$ cat src/rtl/sys_ctrl.sv
// -----------------------------------------------------------------------------
// sys_ctrl
// Command decoder / sequencer in the REF_CLK domain. Parses frames arriving
// byte by byte from the UART receiver, drives the register file and the ALU,
// and pushes response bytes (read data, or the 2-byte ALU result low byte
// first) into the write port of the TX async FIFO.
//
// Frames (first byte seen in IDLE selects the command):
//   0xAA addr data    register-file write
//   0xBB addr         register-file read, one response byte
//   0xCC A B fun      write A->reg0, B->reg1, run ALU, two response bytes
//   0xDD fun          run ALU on current operands, two response bytes
//   any other byte in IDLE is dropped.
//
// Ports
//   CLK, RST              REF_CLK and async active-low reset
//   RX_P_DATA, RX_D_VLD   received byte and its 1-cycle valid strobe
//   RF_*                  register-file address/strobes/data and read return
//   ALU_EN, ALU_FUN       ALU operate strobe and function code
//   CLK_GATE_EN           ALU clock-gate enable, high while an op is pending
//   ALU_OUT, ALU_OUT_VLD  ALU result and its valid strobe
//   WR_DATA, W_INC, FULL  FIFO write data, write strobe and full flag
//
// Every output is a flop. Strobes are 1 cycle wide; data/address/function
// outputs hold their last value between strobes.
// -----------------------------------------------------------------------------
module sys_ctrl #(
    parameter int unsigned DATA_WIDTH = 8,
    parameter int unsigned ADDR_WIDTH = 4,
    parameter int unsigned FUN_WIDTH  = 4
) (
    input  logic                      CLK,
    input  logic                      RST,
    input  logic [DATA_WIDTH-1:0]     RX_P_DATA,
    input  logic                      RX_D_VLD,
    output logic [ADDR_WIDTH-1:0]     RF_Address,
    output logic                      RF_WrEn,
    output logic                      RF_RdEn,
    output logic [DATA_WIDTH-1:0]     RF_WrData,
    input  logic [DATA_WIDTH-1:0]     RF_RdData,
    input  logic                      RF_RdData_Vaild,
    output logic                      ALU_EN,
    output logic [FUN_WIDTH-1:0]      ALU_FUN,
    output logic                      CLK_GATE_EN,
    input  logic [2*DATA_WIDTH-1:0]   ALU_OUT,
    input  logic                      ALU_OUT_VLD,
    output logic [DATA_WIDTH-1:0]     WR_DATA,
    output logic                      W_INC,
    input  logic                      FULL
);

    localparam int unsigned RES_WIDTH = 2 * DATA_WIDTH;

    localparam logic [DATA_WIDTH-1:0] OP_RF_WR  = DATA_WIDTH'(8'hAA);
    localparam logic [DATA_WIDTH-1:0] OP_RF_RD  = DATA_WIDTH'(8'hBB);
    localparam logic [DATA_WIDTH-1:0] OP_ALU_OP = DATA_WIDTH'(8'hCC);
    localparam logic [DATA_WIDTH-1:0] OP_ALU_NO = DATA_WIDTH'(8'hDD);

    // ALU operands live at fixed register-file locations
    localparam logic [ADDR_WIDTH-1:0] ADDR_OPA = ADDR_WIDTH'(0);
    localparam logic [ADDR_WIDTH-1:0] ADDR_OPB = ADDR_WIDTH'(1);

    typedef enum logic [3:0] {
        S_IDLE     = 4'd0,
        S_WR_ADDR  = 4'd1,
        S_WR_DATA  = 4'd2,
        S_RD_ADDR  = 4'd3,
        S_RD_WAIT  = 4'd4,
        S_SEND_RD  = 4'd5,
        S_ALU_OPA  = 4'd6,
        S_ALU_OPB  = 4'd7,
        S_ALU_FUN  = 4'd8,
        S_ALU_WAIT = 4'd9,
        S_SEND_LO  = 4'd10,
        S_SEND_HI  = 4'd11
    } state_e;

    state_e                  state_q,     state_d;
    logic [ADDR_WIDTH-1:0]   addr_q,      addr_d;
    logic [DATA_WIDTH-1:0]   rd_data_q,   rd_data_d;
    logic [RES_WIDTH-1:0]    result_q,    result_d;

    logic [ADDR_WIDTH-1:0]   rf_addr_q,   rf_addr_d;
    logic                    rf_wren_q,   rf_wren_d;
    logic                    rf_rden_q,   rf_rden_d;
    logic [DATA_WIDTH-1:0]   rf_wdata_q,  rf_wdata_d;
    logic                    alu_en_q,    alu_en_d;
    logic [FUN_WIDTH-1:0]    alu_fun_q,   alu_fun_d;
    logic                    cg_en_q,     cg_en_d;
    logic [DATA_WIDTH-1:0]   wr_data_q,   wr_data_d;
    logic                    w_inc_q,     w_inc_d;

    // Next-state and next-output decode
    always_comb begin
        state_d    = state_q;
        addr_d     = addr_q;
        rd_data_d  = rd_data_q;
        result_d   = result_q;
        rf_addr_d  = rf_addr_q;
        rf_wdata_d = rf_wdata_q;
        alu_fun_d  = alu_fun_q;
        cg_en_d    = cg_en_q;
        wr_data_d  = wr_data_q;
        rf_wren_d  = 1'b0;
        rf_rden_d  = 1'b0;
        alu_en_d   = 1'b0;
        w_inc_d    = 1'b0;

        unique case (state_q)
            S_IDLE: begin
                if (RX_D_VLD) begin
                    if (RX_P_DATA == OP_RF_WR) begin
                        state_d = S_WR_ADDR;
                    end else if (RX_P_DATA == OP_RF_RD) begin
                        state_d = S_RD_ADDR;
                    end else if (RX_P_DATA == OP_ALU_OP) begin
                        state_d = S_ALU_OPA;
                    end else if (RX_P_DATA == OP_ALU_NO) begin
                        state_d = S_ALU_FUN;
                    end
                end
            end

            S_WR_ADDR: begin
                if (RX_D_VLD) begin
                    addr_d  = RX_P_DATA[ADDR_WIDTH-1:0];
                    state_d = S_WR_DATA;
                end
            end

            S_WR_DATA: begin
                if (RX_D_VLD) begin
                    rf_wren_d  = 1'b1;
                    rf_addr_d  = addr_q;
                    rf_wdata_d = RX_P_DATA;
                    state_d    = S_IDLE;
                end
            end

            S_RD_ADDR: begin
                if (RX_D_VLD) begin
                    rf_rden_d = 1'b1;
                    rf_addr_d = RX_P_DATA[ADDR_WIDTH-1:0];
                    state_d   = S_RD_WAIT;
                end
            end

            // Bytes arriving while waiting or sending are dropped, not queued
            S_RD_WAIT: begin
                if (RF_RdData_Vaild) begin
                    rd_data_d = RF_RdData;
                    state_d   = S_SEND_RD;
                end
            end

            // FULL stalls here with WR_DATA untouched; the byte is never lost
            S_SEND_RD: begin
                if (!FULL) begin
                    w_inc_d   = 1'b1;
                    wr_data_d = rd_data_q;
                    state_d   = S_IDLE;
                end
            end

            S_ALU_OPA: begin
                if (RX_D_VLD) begin
                    rf_wren_d  = 1'b1;
                    rf_addr_d  = ADDR_OPA;
                    rf_wdata_d = RX_P_DATA;
                    state_d    = S_ALU_OPB;
                end
            end

            S_ALU_OPB: begin
                if (RX_D_VLD) begin
                    rf_wren_d  = 1'b1;
                    rf_addr_d  = ADDR_OPB;
                    rf_wdata_d = RX_P_DATA;
                    state_d    = S_ALU_FUN;
                end
            end

            // Clock gate opens together with the operate strobe
            S_ALU_FUN: begin
                if (RX_D_VLD) begin
                    alu_en_d  = 1'b1;
                    alu_fun_d = RX_P_DATA[FUN_WIDTH-1:0];
                    cg_en_d   = 1'b1;
                    state_d   = S_ALU_WAIT;
                end
            end

            S_ALU_WAIT: begin
                if (ALU_OUT_VLD) begin
                    result_d = ALU_OUT;
                    cg_en_d  = 1'b0;
                    state_d  = S_SEND_LO;
                end
            end

            S_SEND_LO: begin
                if (!FULL) begin
                    w_inc_d   = 1'b1;
                    wr_data_d = result_q[DATA_WIDTH-1:0];
                    state_d   = S_SEND_HI;
                end
            end

            S_SEND_HI: begin
                if (!FULL) begin
                    w_inc_d   = 1'b1;
                    wr_data_d = result_q[RES_WIDTH-1:DATA_WIDTH];
                    state_d   = S_IDLE;
                end
            end

            default: begin
                state_d = S_IDLE;
            end
        endcase
    end

    // State, latched operands and output flops
    always_ff @(posedge CLK or negedge RST) begin
        if (!RST) begin
            state_q    <= S_IDLE;
            addr_q     <= '0;
            rd_data_q  <= '0;
            result_q   <= '0;
            rf_addr_q  <= '0;
            rf_wren_q  <= 1'b0;
            rf_rden_q  <= 1'b0;
            rf_wdata_q <= '0;
            alu_en_q   <= 1'b0;
            alu_fun_q  <= '0;
            cg_en_q    <= 1'b0;
            wr_data_q  <= '0;
            w_inc_q    <= 1'b0;
        end else begin
            state_q    <= state_d;
            addr_q     <= addr_d;
            rd_data_q  <= rd_data_d;
            result_q   <= result_d;
            rf_addr_q  <= rf_addr_d;
            rf_wren_q  <= rf_wren_d;
            rf_rden_q  <= rf_rden_d;
            rf_wdata_q <= rf_wdata_d;
            alu_en_q   <= alu_en_d;
            alu_fun_q  <= alu_fun_d;
            cg_en_q    <= cg_en_d;
            wr_data_q  <= wr_data_d;
            w_inc_q    <= w_inc_d;
        end
    end

    assign RF_Address  = rf_addr_q;
    assign RF_WrEn     = rf_wren_q;
    assign RF_RdEn     = rf_rden_q;
    assign RF_WrData   = rf_wdata_q;
    assign ALU_EN      = alu_en_q;
    assign ALU_FUN     = alu_fun_q;
    assign CLK_GATE_EN = cg_en_q;
    assign WR_DATA     = wr_data_q;
    assign W_INC       = w_inc_q;

endmodule

$ cat config.mk
export PLATFORM = sky130hd
export DESIGN_NAME = sys_ctrl
export DESIGN_NICKNAME = d
export VERILOG_FILES = /design/src/rtl/sys_ctrl.sv
export SDC_FILE = /design/constraint.sdc
export NUM_CORES = 1
export LEC_CHECK = 0
export BUFFER_PORTS_ARGS = -buffer_cell sky130_fd_sc_hd__buf_4
export CAP_MARGIN = 20
export CELL_PAD_IN_SITES_DETAIL_PLACEMENT = 2
export CELL_PAD_IN_SITES_GLOBAL_PLACEMENT = 2
export CORE_MARGIN = 4
export CORE_UTILIZATION = 35
export CTS_CLUSTER_DIAMETER = 120
export DETAILED_ROUTE_END_ITERATION = 12
export PLACE_DENSITY = 0.82
export RECOVER_POWER = 50
export SETUP_SLACK_MARGIN = 0.4
export SLEW_MARGIN = 25
export SYNTH_ARGS = -nofsm -noshare
export SYNTH_HDL_FRONTEND = slang
export SYNTH_SLANG_ARGS = --single-unit
$ cat constraint.sdc
create_clock -name CLK -period 1.9 [get_ports CLK]
set_input_delay 0.38 -clock CLK [delete_from_list [all_inputs] [get_ports CLK]]
set_output_delay 0.38 -clock CLK [all_outputs]
set_load 0.01 [all_outputs]
After elaboration in Yosys (flattened, before gate mapping)
Index checks and enable logic that the tools add are counted.

Flip-flop bits (word level): 61. Input port bits: 38. Output and inout port bits: 29.

Equal/unequal tests: 29. Mux-type cells: 33. Reduce and logical (&&, ||, !) cells: 16.

Operators with widths (number): $mux 4 (18); $pmux 4 s11 (1); $eq 8x8->1 const B (4); $ne 2x2->1 const B (13); $mux 8 (3); $pmux 8 s3 (1); $eq 4x3->1 const B (4); $eq 4x4->1 const B (4); $pmux 4 s4 (1); $reduce_and 12->1 (1); $reduce_and 2->1 (5); $eq 4x2->1 const B (2); $mux 1 (8); $reduce_or 3->1 (2); $ne 5x5->1 const B (1); $reduce_and 5->1 (1); $eq 4x1->1 const B (1); $logic_not 4->1 (1); $reduce_and 4->1 (1); $reduce_bool 4->1 (1); $reduce_and 3->1 (1); $reduce_bool 3->1 (1); $pmux 1 s2 (1); $reduce_bool 2->1 (1); $reduce_or 2->1 (1).

Depth between registers and ports, before layout
Gate-level depths: netlist (run 1).

Depth after elaboration: 7. Gate-level depth with buffers: 6.

Least setup slack after synthesis (run 1)
No wires, ideal clock.

Kind: register to register. Start: reg state_q[3]. End: reg rf_wdata_q[0] (netlist: RF_WrData[0]). Setup time: 125 ps. Arrival time: 1375 ps. Data required time: 1775 ps. Setup slack: 400 ps. Cell stages (with the launch flop): 6. Cell sequence: dfrtp_1 > buf_4 > and2b_2 > nand2_4 > a21oi_4 > mux2_2.

Cells in the longest elaborated chain, start to end: 3. Elaborated cells between the ends (all ways): 5. Those cells by class: eq/ne (3); reduce/logical (2).

Ends and longest elaborated chain: start, declared (RTL line 78) `state_e state_q, state_d;`; start signal, assigned (RTL line 240) `state_q <= state_d;`; $eq 4x3->1 / $eq 4x2->1 (equally long branches) (RTL line 109) `unique case (state_q)`; $reduce_or 3->1 (no line) (*); $reduce_and 2->1 (no line) (*); end signal, assigned (RTL line 247) `rf_wdata_q <= rf_wdata_d;`; end, declared (RTL line 86) `logic [DATA_WIDTH-1:0] rf_wdata_q, rf_wdata_d;`.

Mark *: on every way between the ends. The rest lies on a longest branch, timed or not. A chain may end at the register's enable or synchronous reset.

Worst setup path after layout (run 1)
Start: reg state_q[3]. End: reg state_q[2].

Cells in the longest elaborated chain, start to end: 4. Elaborated cells between the ends (all ways): 27. Those cells by class: eq/ne (23); mux (1); reduce/logical (3).

Ends and longest elaborated chain (RTL line): $eq 4x4->1 / $eq 4x3->1 (equally long branches) (109); $reduce_or 2->1 (no line); $ne 2x2->1 (no line); $reduce_and 12->1 (no line).

Several ways; a longest one is shown, not always the timed one.

==> results.toml, run 1 <==
[run_status]
status = "finished clean"

[detailed_routing]
wire_per_inst_um = 25.9
dr.pass1.iters = 5
num_vias = 2357
ant_nets = 0
drt-total-wl_um = 11500
vias_per_cell = 5.32
drc = 0
drt_first_iter_violations = 118

[placement]
dp_hpwl_um = 5940
port_buffers = 66
dp_slack_ns = 0.0845
place_congestion = 0.852
place_inst = 398
dpl-instance-area_sq_um = 3470

[clock_network]
root_buffer = "clkbuf_8"
clkLatencyLatePin_ns = 0.37
cts_num_sinks = 61
cts_made_buffers = 9
cts_tree = "done"
htree_levels = 3
clkTransAtPathRegs_ns = 0.09
clock_path_buffers = 2

[synthesis]
yosysWarnings = 0
yosysSeqAreaShare = 0.538
synth_nets = 268
synth_xor_xnor_area_share = 0.00309
synth_compound_gate_area_share = 0.120
synthFlopType = "dfrtp_1"
synth-async-reset-ratio = 1.00
syn_area_sq_um = 2840
yosys-mux-area-fraction = 0.192
avgSynthCellArea_sq_um = 12.3
yosys.area_share.simple = 0.116
yosysUniqueCellTypes = 52
synth_top_family_by_area = "multiplexers"
postSynthRegisterBits = 61
syn-instance-count = 230
synth-edff-count = 0
synth_adder_area_share = 0

[worst_setup_path]
cp_top_family = "compound AO/OA/AOI/OAI gates"
critPathMaxStageDelay_ns = 0.49
crit_type = "register to register"
critPathArrivalTime_ns = 1.96
critPathBufInv = 1
cp-end-kind = "register"
slowest_stage = "dfrtp_2"
crit_chain = "buf_6, and3b_1, o21ai_4, o2111ai_4, o32ai_4"
worstPathRequired_ns = 2.16
start_kind = "register"
cp_max_fo = 7

[floorplan]
initial_core_util = 0.364
pin_count = 67
fp.dieW_um = 98.1
coreArea_sq_um = 7810
die_y_um = 98.1
design.die.area_sq_um = 9620
rows = 32

[sta]
setup_viol = 0
finalHoldViolCount = 0
slew_headroom = 0.460
finalCritPeriodShare = 0.893
worst_slack_ns = 0.203
drv_slew = 0
rsz0062_at_grt = "true"
fin_crit_ns = 1.70
fin_skew_ns = 0.0185
fmax_mhz = 589
tightestPinTransition_ns = 0.810
setup_tns_ns = 0

[layout]
multiInputGateArea_sq_um = 1420
fillCellCount = 792
drive_gt1_frac = 0.543
n_antenna_cell = 0
seqCellArea_sq_um = 1530
fin_nets = 376
area_growth_pct = 45.4
design_area_sq_um = 4130
final_common_cell = "buf_4"
fin_cells = 443
layout_common_cells = "buf_4, dfrtp_1, mux2_2"

[global_route]
grt.overflow.total = 0
grt_pass1_wl_um = 16400
grt_max_degree = 34
grt_pass1_vias = 2739
track_usage = 0.225
antenna_found_initial = 0

[power_and_ir_drop]
p_per_area_nw_per_um2 = 1710
vdd_drop_max_uv = 660
p_leak_nw = 1.87

[run]
cap_violations = 0

[min_path]
hold_class = "primary input to register"
==> registers in the layout (all words and copies together), names as in the netlist <==
register     flops
rd_data_q        8
W_INC            1
RF_WrEn          1
RF_WrData        8
CLK_GATE_EN      1
RF_Address       4
WR_DATA          8
result_q        16
RF_RdEn          1
ALU_EN           1
ALU_FUN          4
addr_q           4
state_q          4
==> synth_stat cells, types with 2 or more instances <==
cell type,instances,area share
dfrtp_1,61,0.54
mux2_2,39,0.15
nand2_1,20,0.026
nor2_1,15,0.020
o21ai_0,12,0.021
a21oi_1,9,0.016
mux2i_1,9,0.032
inv_1,5,0.0066
a22oi_1,3,0.0079
buf_4,3,0.0079
buf_6,3,0.012
nand3_1,3,0.0053
nand4bb_1,3,0.012
a211oi_1,2,0.0053
a31oi_1,2,0.0044
buf_2,2,0.0035
nor3_1,2,0.0035
o21ai_1,2,0.0035
o22ai_1,2,0.0044
==> report_power, final <==
group / leakage (nW) / switching [mW] / total, mW / internal (mW)
combinational: 1.00 / 1.66 / 3.38 / 1.72
sequential: 0.760 / 0.499 / 2.42 / 1.92
clock: 0.102 / 0.549 / 1.25 / 0.700
==> worst register-to-register path, delay by kind of cell (launching register included) <==
| kind | cells | cell delay, ns |
|---|---|---|
| DFF | 1 | 0.49 |
| and+or+nand+nor | 1 | 0.19 |
| AOI/OAI and AO/OA | 3 | 0.77 |
| buffers and inverters | 1 | 0.14 |
==> routing by layer <==
layer  track usage  part of all wire  routed length [um]  vias to the layer above
li1              -                 -                   -                     1049
met5             0                 0                   0                        -
met2         0.386              0.54                6230                       62
met4         0.103             0.015                 168                        0
met3        0.0350             0.033                 377                       13
met1         0.279              0.41                4690                     1233
==> cell families after synthesis <==
kind of cell | after synthesis
multiplexers | 49
buffers and inverters | 14
flip-flops | 61
AND/OR/NAND/NOR | 59
XOR/XNOR | 1
AO/OA/AOI/OAI | 46
==> worst paths after layout <==
| check | startpoint | end | slack (ns) | cells past startpoint |
|---|---|---|---|---|
| min reg2reg | WR_DATA[3] | WR_DATA[3] | 0.48 | 2 |
| max | state_q[3] | state_q[2] | 0.20 | 5 |
| max reg2reg | state_q[3] | state_q[2] | 0.20 | 5 |
| min | ALU_OUT[14] | result_q[14] | 0.26 | 2 |
| min in group asynchronous | RST | RF_WrData[7] | 0.63 | 2 |
| max in group asynchronous | RST | rd_data_q[4] | 0.60 | 3 |
==> stage by stage <==
stage / hold slack (ns) / utilization / total power, mW
floorplan: 0.0844 / - / 3.80
global placement: 0.330 / 0.445 / 4.66
detailed placement: 0.339 / 0.445 / 4.83
CTS: 0.256 / 0.509 / 6.54
global route: 0.263 / 0.529 / 7.45
finish: 0.261 / 0.529 / 7.05
==> repair_timing <==
action	CTS	global route
hold buffers	1	0
hold endpoints to repair	28	0
buffers inserted	20	9
gates resized for setup	37	30
cloned	0	1
pin swaps	7	8
setup endpoints to repair	59	53
==> final cells by class <==
class | count | share of cell area
flip-flops and latches | 61 | 0.371
multi-input cells | 155 | 0.344
repair buffers | 106 | 0.201
clock buffers | 13 | 0.0409
well taps | 102 | 0.0309
clock inverters | 1 | 0.00728
inverters | 5 | 0.00455
No activity file was read; power rests on OpenSTA's default activity.
==> run 2, diff against run 1 <==
CORE_UTILIZATION = 31   (was 35)
PLACE_DENSITY = 0.77   (was 0.82)
clock period = 1.48 ns   (was 1.9 ns; I/O delays follow)
==> run 2 against run 1 <==
The run now ends with setup timing left; clock power increased by 22%; highest routed layer unchanged; via count increased by 9.0%; count of clock-buffer cells in the layout decreased by 3; hold slack got worse by 0.091 ns; sequential share of layout area decreased by 5.1 points; register-to-register slack got worse by 0.39 ns; fmax increased by 2.0%; setup slack got worse by 0.39 ns; combinational power increased by 78%.
==> results.toml, run 2 (synthesized netlist as in run 1, its figures left out) <==
[detailed_routing]
drt-total-wl_um = 13700
num_vias = 2570
dr.pass1.iters = 4
vias_per_cell = 5.32
ant_nets = 0
drt_first_iter_violations = 132
wire_per_inst_um = 28.3
drc = 0

[clock_network]
cts_tree = "done"
clkLatencyLatePin_ns = 0.36
cts_num_sinks = 61
clock_path_buffers = 2
cts_made_buffers = 9
clkTransAtPathRegs_ns = 0.08
htree_levels = 3
root_buffer = "clkbuf_8"

[power_and_ir_drop]
vdd_drop_max_uv = 1130
p_leak_nw = 2.24
p_per_area_nw_per_um2 = 2240

[run_status]
violations = "setup timing"
status = "finished with violations"

[floorplan]
fp.dieW_um = 104
pin_count = 67
die_y_um = 104
initial_core_util = 0.322
coreArea_sq_um = 8810
design.die.area_sq_um = 10800
rows = 34

[sta]
finalCritPeriodShare = 1.12
finalHoldViolCount = 0
tightestPinTransition_ns = 0.636
fmax_mhz = 601
worst_slack_ns = -0.185
setup_viol = 49
fin_crit_ns = 1.66
fin_skew_ns = 0.0138
holdWs_ns = 0.171
rsz0062_at_grt = "true"
drv_slew = 0
slew_headroom = 0.576

[global_route]
grt_pass1_wl_um = 19000
grt_max_degree = 26
track_usage = 0.234
grt_pass1_vias = 2966
antenna_found_initial = 0
grt.overflow.total = 0

[layout]
n_antenna_cell = 0
drive_gt1_frac = 0.648
layout_common_cells = "buf_4, dfrtp_1, buf_6"
area_growth_pct = 68.8
final_common_cell = "buf_4"
largest_register_ffs = 16
fin_nets = 409
design_area_sq_um = 4790
regMostFlops = "result_q"

[run]
cap_violations = 0

[worst_setup_path]
cp_max_fo = 8
critPathBufInv = 3
worstPathRequired_ns = 1.71
critPathArrivalTime_ns = 1.90
crit_chain = "buf_6, nor4bb_4, o21ai_1, buf_4, buf_4, nand4_1, o2bb2ai_2"
cp-end-kind = "register"
crit_type = "register to register"
start_kind = "register"
cp_top_family = "flip-flops"
slowest_stage = "dfrtp_2"
cpMostUsedCell = "buf_4"
critPathMaxStageDelay_ns = 0.50

[placement]
dpl-instance-area_sq_um = 3800
dp_hpwl_um = 6380
port_buffers = 66
place_congestion = 0.814

[min_path]
hold_class = "primary input to register"
## run 2: cell count changes in the layout (fill, tap and decap cells not counted), moves of 4 or more
cell | before | now
buf_12 | 2 | 6
clkbuf_1 | 14 | 1
buf_4 | 77 | 84
mux2_2 | 31 | 15
mux2_4 | 9 | 25
buf_6 | 11 | 40
## run 2: worst paths after layout
check,depth (start not counted),end,slack [ns],startpoint
setup reg to reg,7,state_q[3],-0.18,state_q[3]
min in group asynchronous,2,RF_WrData[0],0.55,RST
setup / recovery,7,state_q[3],-0.18,state_q[3]
hold / removal,2,result_q[15],0.17,ALU_OUT[15]
hold reg to reg,2,WR_DATA[1],0.51,WR_DATA[1]
max in group asynchronous,3,state_q[2],0.11,RST
## run 2: where the power goes
group	leakage [nW]	switching [mW]	internal, mW
logic	1.39	2.64	3.38
clock network	0.0919	0.755	0.761
registers	0.760	0.747	2.47
## run 2: area by class of cell
cell class,instances,area (sq um)
clock buffers,10,128
clock inverters,5,52.6
fillers,802,4020
inverters,5,23.8
multi-input cells,155,1570
flip-flops and latches,61,1530
well taps,108,135
repair buffers,139,1350
## run 2: stage by stage
step	setup WS [ns]	utilization	instances	power, mW	TNS, ns
floorplan	-0.0182	-	230	5.16	-0.128
global placement	-0.108	0.431	429	6.57	-1.37
detailed placement	-0.179	0.431	429	6.78	-2.75
CTS	-0.0884	0.521	469	9.62	-1.17
global route	-0.235	0.544	483	11.2	-7.29
finish	-0.185	0.544	483	10.7	-5.26
## run 2: what timing repair did
item	CTS	global route
hold buffers	1	0
gates cloned	3	0
resized for setup	87	25
buffers inserted	21	14
endpoints found under the setup margin	90	90
hold endpoints to repair	22	0
pin swaps	10	7
## run 2: per-layer routing
layer | routed length (um) | global-route usage
met1 | 5520 | 0.293
met5 | 0 | 0
met3 | 538 | 0.0404
met4 | 306 | 0.0940
met2 | 7330 | 0.400
